[src/rtl/scene_compositor.sv]
// scene_compositor: double-buffered sphere descriptor table with a pipelined
// nearest-hit resolve tree producing one composited pixel colour per clock.
module scene_compositor #(
  parameter int NUM_SPHERES = 4,
  parameter int COORD_W = 24,
  parameter int DIST_W = 24,
  parameter logic [31:0] BG_COLOR = 32'h00000000,
  localparam int IW = NUM_SPHERES > 1 ? $clog2(NUM_SPHERES) : 1
) (
  input  logic                           pixel_clk,
  input  logic                           rst_n,
  input  logic                           vsync,
  input  logic                           cfg_we,
  input  logic [IW-1:0]                  cfg_idx,
  input  logic [2:0]                     cfg_field,
  input  logic [31:0]                    cfg_data,
  output logic [NUM_SPHERES*COORD_W-1:0] sphere_x,
  output logic [NUM_SPHERES*COORD_W-1:0] sphere_y,
  output logic [NUM_SPHERES*COORD_W-1:0] sphere_z,
  output logic [NUM_SPHERES*COORD_W-1:0] sphere_radius,
  input  logic                           hit_valid,
  input  logic [NUM_SPHERES-1:0]         hit,
  input  logic [NUM_SPHERES*DIST_W-1:0]  hit_dist,
  output logic                           pixel_valid,
  output logic [31:0]                    pixel_data,
  output logic [IW-1:0]                  pixel_id,
  output logic                           pixel_hit
);
  localparam int LV = $clog2(NUM_SPHERES);
  localparam int P = 1 << LV;
  logic [COORD_W-1:0] sx [NUM_SPHERES], sy [NUM_SPHERES], sz [NUM_SPHERES], sr [NUM_SPHERES];
  logic [COORD_W-1:0] ax [NUM_SPHERES], ay [NUM_SPHERES], az [NUM_SPHERES], ar [NUM_SPHERES];
  logic [31:0] sc [NUM_SPHERES], ac [NUM_SPHERES];
  logic [NUM_SPHERES-1:0] sen, aen;
  logic vsync_q, swap;
  logic e_h [P];
  logic [DIST_W-1:0] e_d [P];
  logic [31:0] e_c [P];
  logic [LV:0] tv;
  logic th [LV+1][P];
  logic [DIST_W-1:0] td [LV+1][P];
  logic [IW-1:0] tid [LV+1][P];
  logic [31:0] tc [LV+1][P];
  assign swap = vsync & ~vsync_q;
  always_ff @(posedge pixel_clk or negedge rst_n)
    if (!rst_n) begin
      sx <= '{default: '0};
      sy <= '{default: '0};
      sz <= '{default: '0};
      sr <= '{default: '0};
      sc <= '{default: '0};
      sen <= '0;
    end else if (cfg_we && int'(cfg_idx) < NUM_SPHERES) begin
      case (cfg_field)
        3'd0: sx[cfg_idx] <= cfg_data[COORD_W-1:0];
        3'd1: sy[cfg_idx] <= cfg_data[COORD_W-1:0];
        3'd2: sz[cfg_idx] <= cfg_data[COORD_W-1:0];
        3'd3: sr[cfg_idx] <= cfg_data[COORD_W-1:0];
        3'd4: sc[cfg_idx] <= cfg_data;
        3'd5: sen[cfg_idx] <= cfg_data[0];
        default: ;
      endcase
    end
  // The copy samples shadow before any same-cycle write lands.
  always_ff @(posedge pixel_clk or negedge rst_n)
    if (!rst_n) begin
      ax <= '{default: '0};
      ay <= '{default: '0};
      az <= '{default: '0};
      ar <= '{default: '0};
      ac <= '{default: '0};
      aen <= '0;
      vsync_q <= 1'b0;
    end else begin
      vsync_q <= vsync;
      if (swap) begin
        ax <= sx;
        ay <= sy;
        az <= sz;
        ar <= sr;
        ac <= sc;
        aen <= sen;
      end
    end
  for (genvar i = 0; i < NUM_SPHERES; i++) begin : g_out
    assign sphere_x[i*COORD_W +: COORD_W] = ax[i];
    assign sphere_y[i*COORD_W +: COORD_W] = ay[i];
    assign sphere_z[i*COORD_W +: COORD_W] = az[i];
    assign sphere_radius[i*COORD_W +: COORD_W] = ar[i];
  end
  for (genvar i = 0; i < P; i++) begin : g_in
    if (i < NUM_SPHERES) begin : g_s
      assign e_h[i] = hit[i] & aen[i];
      assign e_d[i] = hit_dist[i*DIST_W +: DIST_W];
      assign e_c[i] = ac[i];
    end else begin : g_pad
      assign e_h[i] = 1'b0;
      assign e_d[i] = '0;
      assign e_c[i] = '0;
    end
  end
  // Left operand always carries the lower ids, so ties and double misses keep it.
  function automatic logic right_wins(input logic hl, input logic [DIST_W-1:0] dl,
                                      input logic hr, input logic [DIST_W-1:0] dr);
    return hr && (!hl || dr < dl);
  endfunction
  always_ff @(posedge pixel_clk or negedge rst_n)
    if (!rst_n) begin
      tv <= '0;
      for (int k = 0; k <= LV; k++)
        for (int j = 0; j < P; j++) begin
          th[k][j] <= 1'b0;
          td[k][j] <= '0;
          tid[k][j] <= '0;
          tc[k][j] <= '0;
        end
    end else begin
      tv[0] <= hit_valid;
      for (int i = 0; i < P; i++) begin
        th[0][i] <= e_h[i];
        td[0][i] <= e_d[i];
        tid[0][i] <= IW'(i);
        tc[0][i] <= e_c[i];
      end
      for (int k = 0; k < LV; k++) begin
        tv[k+1] <= tv[k];
        for (int j = 0; j < (P >> (k + 1)); j++) begin
          th[k+1][j] <= th[k][2*j] | th[k][2*j+1];
          td[k+1][j] <= right_wins(th[k][2*j], td[k][2*j], th[k][2*j+1], td[k][2*j+1]) ? td[k][2*j+1] : td[k][2*j];
          tid[k+1][j] <= right_wins(th[k][2*j], td[k][2*j], th[k][2*j+1], td[k][2*j+1]) ? tid[k][2*j+1] : tid[k][2*j];
          tc[k+1][j] <= right_wins(th[k][2*j], td[k][2*j], th[k][2*j+1], td[k][2*j+1]) ? tc[k][2*j+1] : tc[k][2*j];
        end
      end
    end
  always_ff @(posedge pixel_clk or negedge rst_n)
    if (!rst_n) begin
      pixel_valid <= 1'b0;
      pixel_data <= BG_COLOR;
      pixel_id <= '0;
      pixel_hit <= 1'b0;
    end else begin
      pixel_valid <= tv[LV];
      if (tv[LV]) begin
        pixel_hit <= th[LV][0];
        pixel_id <= th[LV][0] ? tid[LV][0] : '0;
        pixel_data <= th[LV][0] ? tc[LV][0] : BG_COLOR;
      end
    end
endmodule

[config.mk]
export PLATFORM = sky130hd
export DESIGN_NAME = scene_compositor
export DESIGN_NICKNAME = d
export VERILOG_FILES = /design/src/rtl/scene_compositor.sv
export SDC_FILE = /design/constraint.sdc
export NUM_CORES = 2
export LEC_CHECK = 0
export ABC_AREA = 0
export CAP_MARGIN = 20
export CORE_MARGIN = 1
export CORE_UTILIZATION = 27
export CTS_CLUSTER_SIZE = 28
export DETAILED_ROUTE_END_ITERATION = 10
export SETUP_SLACK_MARGIN = 0.2
export SLEW_MARGIN = 5
export SYNTH_ARGS = -nofsm -noshare
export SYNTH_HDL_FRONTEND = slang
export SYNTH_SLANG_ARGS = --single-unit
[constraint.sdc]
create_clock -name pixel_clk -period 2.9 [get_ports pixel_clk]
set_input_delay 0.58 -clock pixel_clk [delete_from_list [all_inputs] [get_ports pixel_clk]]
set_output_delay 0.58 -clock pixel_clk [all_outputs]
set_load 0.005 [all_outputs]
**After elaboration in Yosys (flattened, before gate mapping)**

Index checks and enable logic that the tools add are counted.

- Order comparisons: 7
- Eq/ne operators: 5
- Mux-type cells: 22
- Bitwise operators: 10
- Reductions and logical operators: 18

Operators by type and width:

| kind | number |
|---|---|
| 96-bit bitwise mux | 4 |
| 32-bit two-way mux | 5 |
| 128-bit bitwise mux | 1 |
| 24-bit < comparator | 3 |
| 24-bit two-way mux | 3 |
| 32-bit demux with 2-bit select | 1 |
| 24-bit demux with 2-bit select | 1 |
| 2-bit AND reduction | 6 |
| 3-bit by 2-bit equality test with 1-bit output, second input constant | 2 |
| 3-bit equality test, second input constant | 2 |
| 2-bit two-way mux | 3 |
| 1-bit AND | 5 |
| 1-bit logical AND | 5 |
| 4-bit bitwise mux | 1 |
| 3-bit by 1-bit equality test with 1-bit output, second input constant | 1 |
| 3-bit >= comparator, second input constant | 1 |
| 1-bit logical NOT | 3 |
| 3-bit logical NOT | 1 |
| 1-bit logical OR | 3 |
| 2-bit by 3-bit < comparator with 1-bit output, second input constant | 1 |
| 3-bit by 1-bit < comparator with 1-bit output, second input constant | 1 |
| 2-bit NOT with 3-bit output | 1 |
| 1-bit bitwise OR | 3 |
| 1-bit demux with 2-bit select | 1 |
| other kinds (3) | 4 |

- Register bits after elaboration: 1454
- Bits of input ports: 142
- Output and inout port bits: 420
- Word-level logic and storage cells: 135

**Longest topological paths before layout**

- Word-level depth: 6
- Gate-level depth with buffers: 10
- Mapped depth without buffers: 8

**Worst setup path before layout**

Ideal clock, no wire load.

- Path type: reg2reg
- Start point: reg td[214] (netlist name)
- End point: reg tc[214] (netlist name)
- Library setup time: 0.125 ns
- Data arrival time: 2.337 ns
- Slack: 0.438 ns
- Cell stages (with the launch flop): 10
- Buffers on the path: 2
- Clock period less this slack: 2.462 ns
- Cells stage by stage: dfrtp_1 -> ha_1 -> nand4_1 -> or4_4 -> a21oi_1 -> o31ai_2 -> o311ai_4 -> buf_8 -> buf_8 -> mux2_4

- Longest elaborated chain between the ends: 4

RTL lines:

| what | line | RTL |
|---|---|---|
| start, declared | 41 | `logic [DIST_W-1:0] td [LV+1][P];` |
| start signal, assigned by index | 121 | `td[0][i] <= e_d[i];` |
| start signal, assigned by index | 129 | `td[k+1][j] <= right_wins(th[k][2*j], td[k][2*j], th[k][2*j+1], td[k][2*j+1]) ? td[k][2*j+1] : td[k][2*j];` |
| 24-bit < comparator | 105 | `return hr && (!hl \|\| dr < dl);` |
| 1-bit logical OR | 105 |  |
| 1-bit logical AND | 105 |  |
| 32-bit two-way mux | 131 | `tc[k+1][j] <= right_wins(th[k][2*j], td[k][2*j], th[k][2*j+1], td[k][2*j+1]) ? tc[k][2*j+1] : tc[k][2*j];` |
| end signal, assigned by index | 123 | `tc[0][i] <= e_c[i];` |
| end signal, assigned by index | 131 |  |
| end, declared | 43 | `logic [31:0] tc [LV+1][P];` |

Every way passes these cells.
A chain may end at the register's enable or synchronous reset.

**Worst setup path after layout**

- Start point: reg td[259] (netlist name)
- End point: reg tc[232] (netlist name)

Same word-level chain as after synthesis.

==> summary.md <==
| Metric | Value |
|---|---|
| Status | completed |
| Ys flop type | dfrtp_1 |
| Fmax | roughly 360 MHz |
| Slowest-stage cell, CP | or4_4 |
| Share of layout cells above drive strength 1 | 40.0% |
| Slew headroom | 41.5% |
| Mapped Cells | 3206 |
| Worst slew pin tran | ~0.88 ns |
| CP startpoint kind | register |
| Die width | roughly 450 um |
| Power density over the cells | roughly 840 nW/um^2 |
| Min cycle time layout | between 2 and 3 ns |
| # setup viols final | 0 |
| Crit Path Class | reg -> reg |
| DP HPWL | around 94 mm |
| Pre-CTS setup slack | 0.0357 ns |
| Mapped cell area | roughly 53000 sq um |
| Slew Viols, Final | 0 |
| Vias | 28400 |
| Drt wl/cell | between 20 and 25 um |
| PnR worst setup slack | about 0.14 ns |
| Hold path cells | 1 |
| Clock Path Buffers | 3 |
| Drt via density | 4.28 |
| Reg2Reg Depth | 9 |
| Area leader, netlist | dfrtp_1 |
| Clk pin slew, worst setup/hold paths | about 0.06 ns |
| Reg2Reg Setup Slack | approximately 0.14 ns |
| Ys Warns | 0 |
| Number of DRC markers in iteration 0 | about 1200 |
| Avg Inst Size Synth | 16.6 sq um |
| CP required | between 3 and 4 ns |
| First-pass DRT Iterations | 4 |
| Worst EP arrival | 3.42 ns |
| CTS tree | yes |
| Row count | ~160 |
| H-tree Lvls | 4 |
| Core ar. | about 200000 sq um |
| Max-Cap Viols | 0 |
| Critical Path, Cell by Cell | ha_4 > nand4_1 > or4_4 > a21oi_4 > o31ai_4 > o311ai_4 > buf_12 > buf_16 > mux2_4 |
| DRC | 0 |
| Post-Syn Nets | 3417 |
| CP endpoint kind | register |
| Antenna Nets Post-Route | 0 |
| Total grt overflow | 0 |
| Reg2reg start | td[259] |
| TNS Setup | 0 ns |
| Clock Skew | about 0.046 ns |
| Critical path launch point | td[259] |
| Post-synth EDFFs | 0 |
| Slowest Stage Delay on Critical Path | 0.62 ns |
| Synth unique cells | 44 |
| Share of async-settable or async-resettable flops after synthesis | between 90% and 100% |
| Vias in the first global route | between 30000 and 40000 |
| RSZ-0062 raised after global routing | yes |
| Routability Congestion | 0.789 |
| Crit share post-route | 95.2% |
| Number of buffers added on ports | 561 |
| # fillers | about 19000 |
| Fin Hold WS | between 0.2 and 0.25 ns |
| I/O pins | ~560 |
| Layout net count | ~4100 |
| End point of the critical path | tc[232] |
| Worst hold path class | in -> reg |
| Crit Path Max Fanout | 10 |
| Crit path buf inv count | 2 |
| Share of the synthesized area in the top cell type | 68.3% |
| Hold Fails Final Rpt | 0 |
| Die ar. | between 150000 and 200000 sq um |
| R2R Path End | tc[232] |
| Initial antenna violation count | 21 |
| Wirelength, routed | around 140 mm |
| Seq/Total Area, Yosys | between 60 and 70% |
| Number of buffers created by CTS | 160 |
| Cell leakage power | around 32 nW |
| Clk_lat worst skew | around 0.8 ns |
| Total GRT Usage | ~14% |
| Root buffer cell | clkbuf_16 |
| Post-synthesis register bit count | approximately 1500 |
| Die extent in y | ~450 um |
| CP Depth | 9 |
| Clock sink count | 1453 |
| Area contributors post-synth | dfrtp_1, mux2_2, mux2_4, ha_1, clkbuf_1 |
| First-pass GRT wire length | ~210 mm |
| Area growth from synthesis to layout | 29.8% |
| CP delay by family, top | simple AND/OR/NAND/NOR gates |
| Pin count of the biggest net entering global routing | 94 |
| Worst vdd ir | 511 uV |
| Initial Util | between 20% and 30% |
cell type report:
cell class                 instances  area (sq um)  share of cell area [%]
clock buffer                     230          4590                    6.64
multi-input combinational       1467         15900                    23.0
sequential                      1453         36400                    52.7
timing repair buffer             704          7560                    11.0
antenna                            5          12.5                  0.0181
inverter                         105           394                   0.571
clock inverter                    64           975                    1.41
tap                             2624          3280                    4.75
kinds of logic (layout without fill, tap and decap cells):
logic type | Yosys count | after routing | share of synthesized area, %
compound gates | 92 | 92 | 1.11
fa+ha+maj | 69 | 69 | 1.62
buf+inv | 286 | 1103 | 2.28
flops | 1453 | 1453 | 68.3
mux | 1178 | 1178 | 25.3
other cells | 1 | 6 | 0.00705
simple gates | 127 | 127 | 1.29
how the worst min path moves through the flow:
| stage | startpoint | endpoint | slack [ns] |
|---|---|---|---|
| after global placement | tv[1] | tv[2] | 0.34 |
| after CTS | hit_dist[82] | td[202] | 0.12 |
| after floorplan | rst_n | ac[0] | 0.28 |
| after global routing | hit_dist[62] | td[230] | 0.15 |
| after detailed placement | tv[1] | tv[2] | 0.34 |
| final | hit_dist[63] | td[231] | 0.21 |
registers in the layout, summed over array words and instances (netlist names), 2 cells and up:
name and count:
sphere_radius 96, tc 224, sphere_x 96, aen 4, pixel_id 2, th 7, sx 96, pixel_data 32
sen 4, sz 96, ac 128, td 144, sc 128, sy 96, tid 6, sphere_y 96
sphere_z 96, tv 3, sr 96
repair_timing:
action                                  CTS  global route
hold buffers                              1             0
endpoints found under the setup margin   82           128
pin swaps                                 7             9
resized for setup                         9            23
gates cloned                              3             3
hold endpoints to repair                 45             0
buffers inserted                          2             2
where the power goes:
part           switching (W)  leakage (nW)  internal, W
Sequential           0.00233          18.5       0.0248
Combinational        0.00376          10.6      0.00626
Clock                0.00853          2.72       0.0125
Yosys cell counts, types with 5 or more instances:
cell type,instances
nand3_1,48
ha_1,69
a21oi_1,24
o21ai_0,41
buf_1,13
mux2_1,26
mux2_2,1094
dfrtp_1,1453
inv_1,105
mux2_4,58
buf_2,10
a211oi_1,5
nor2_1,12
and4_1,6
nand2b_1,7
clkbuf_1,146
nand2_1,24
per-layer routing:
layer	routed length, um	up-vias	GRT usage [%]
met5	13	-	0
met4	4600	2	5.11
met3	8830	212	4.46
met2	73100	581	25.0
met1	56000	15200	16.6
li1	-	12500	-
cell usage in the layout, fill, tap and decap left out, types with 10 or more instances in the layout:
master,synthesis,final
buf_2,10,11
nand3_1,48,47
nand2_1,24,14
nand2_2,0,10
a21oi_1,24,22
mux2_4,58,69
mux2_2,1094,1092
ha_1,69,64
clkbuf_1,146,39
clkbuf_16,0,164
dfrtp_1,1453,1451
clkinv_2,0,25
o21ai_0,41,41
clkdlybuf4s50_1,0,549
clkbuf_8,0,30
bufinv_16,0,15
buf_12,4,62
inv_1,105,105
mux2_1,26,17
buf_4,4,73
metrics by stage:
stage	total power (W)	std cells	area, sq um	util, %
after floorplan	0.0312	3206	53200	-
after global placement	0.0372	6342	63100	32.3
after detailed placement	0.0375	6342	63100	32.3
after CTS	0.0590	6642	68800	35.2
after global routing	0.0609	6651	69100	35.3
final	0.0581	6652	69100	35.3
(Power assumes the default switching activity.)
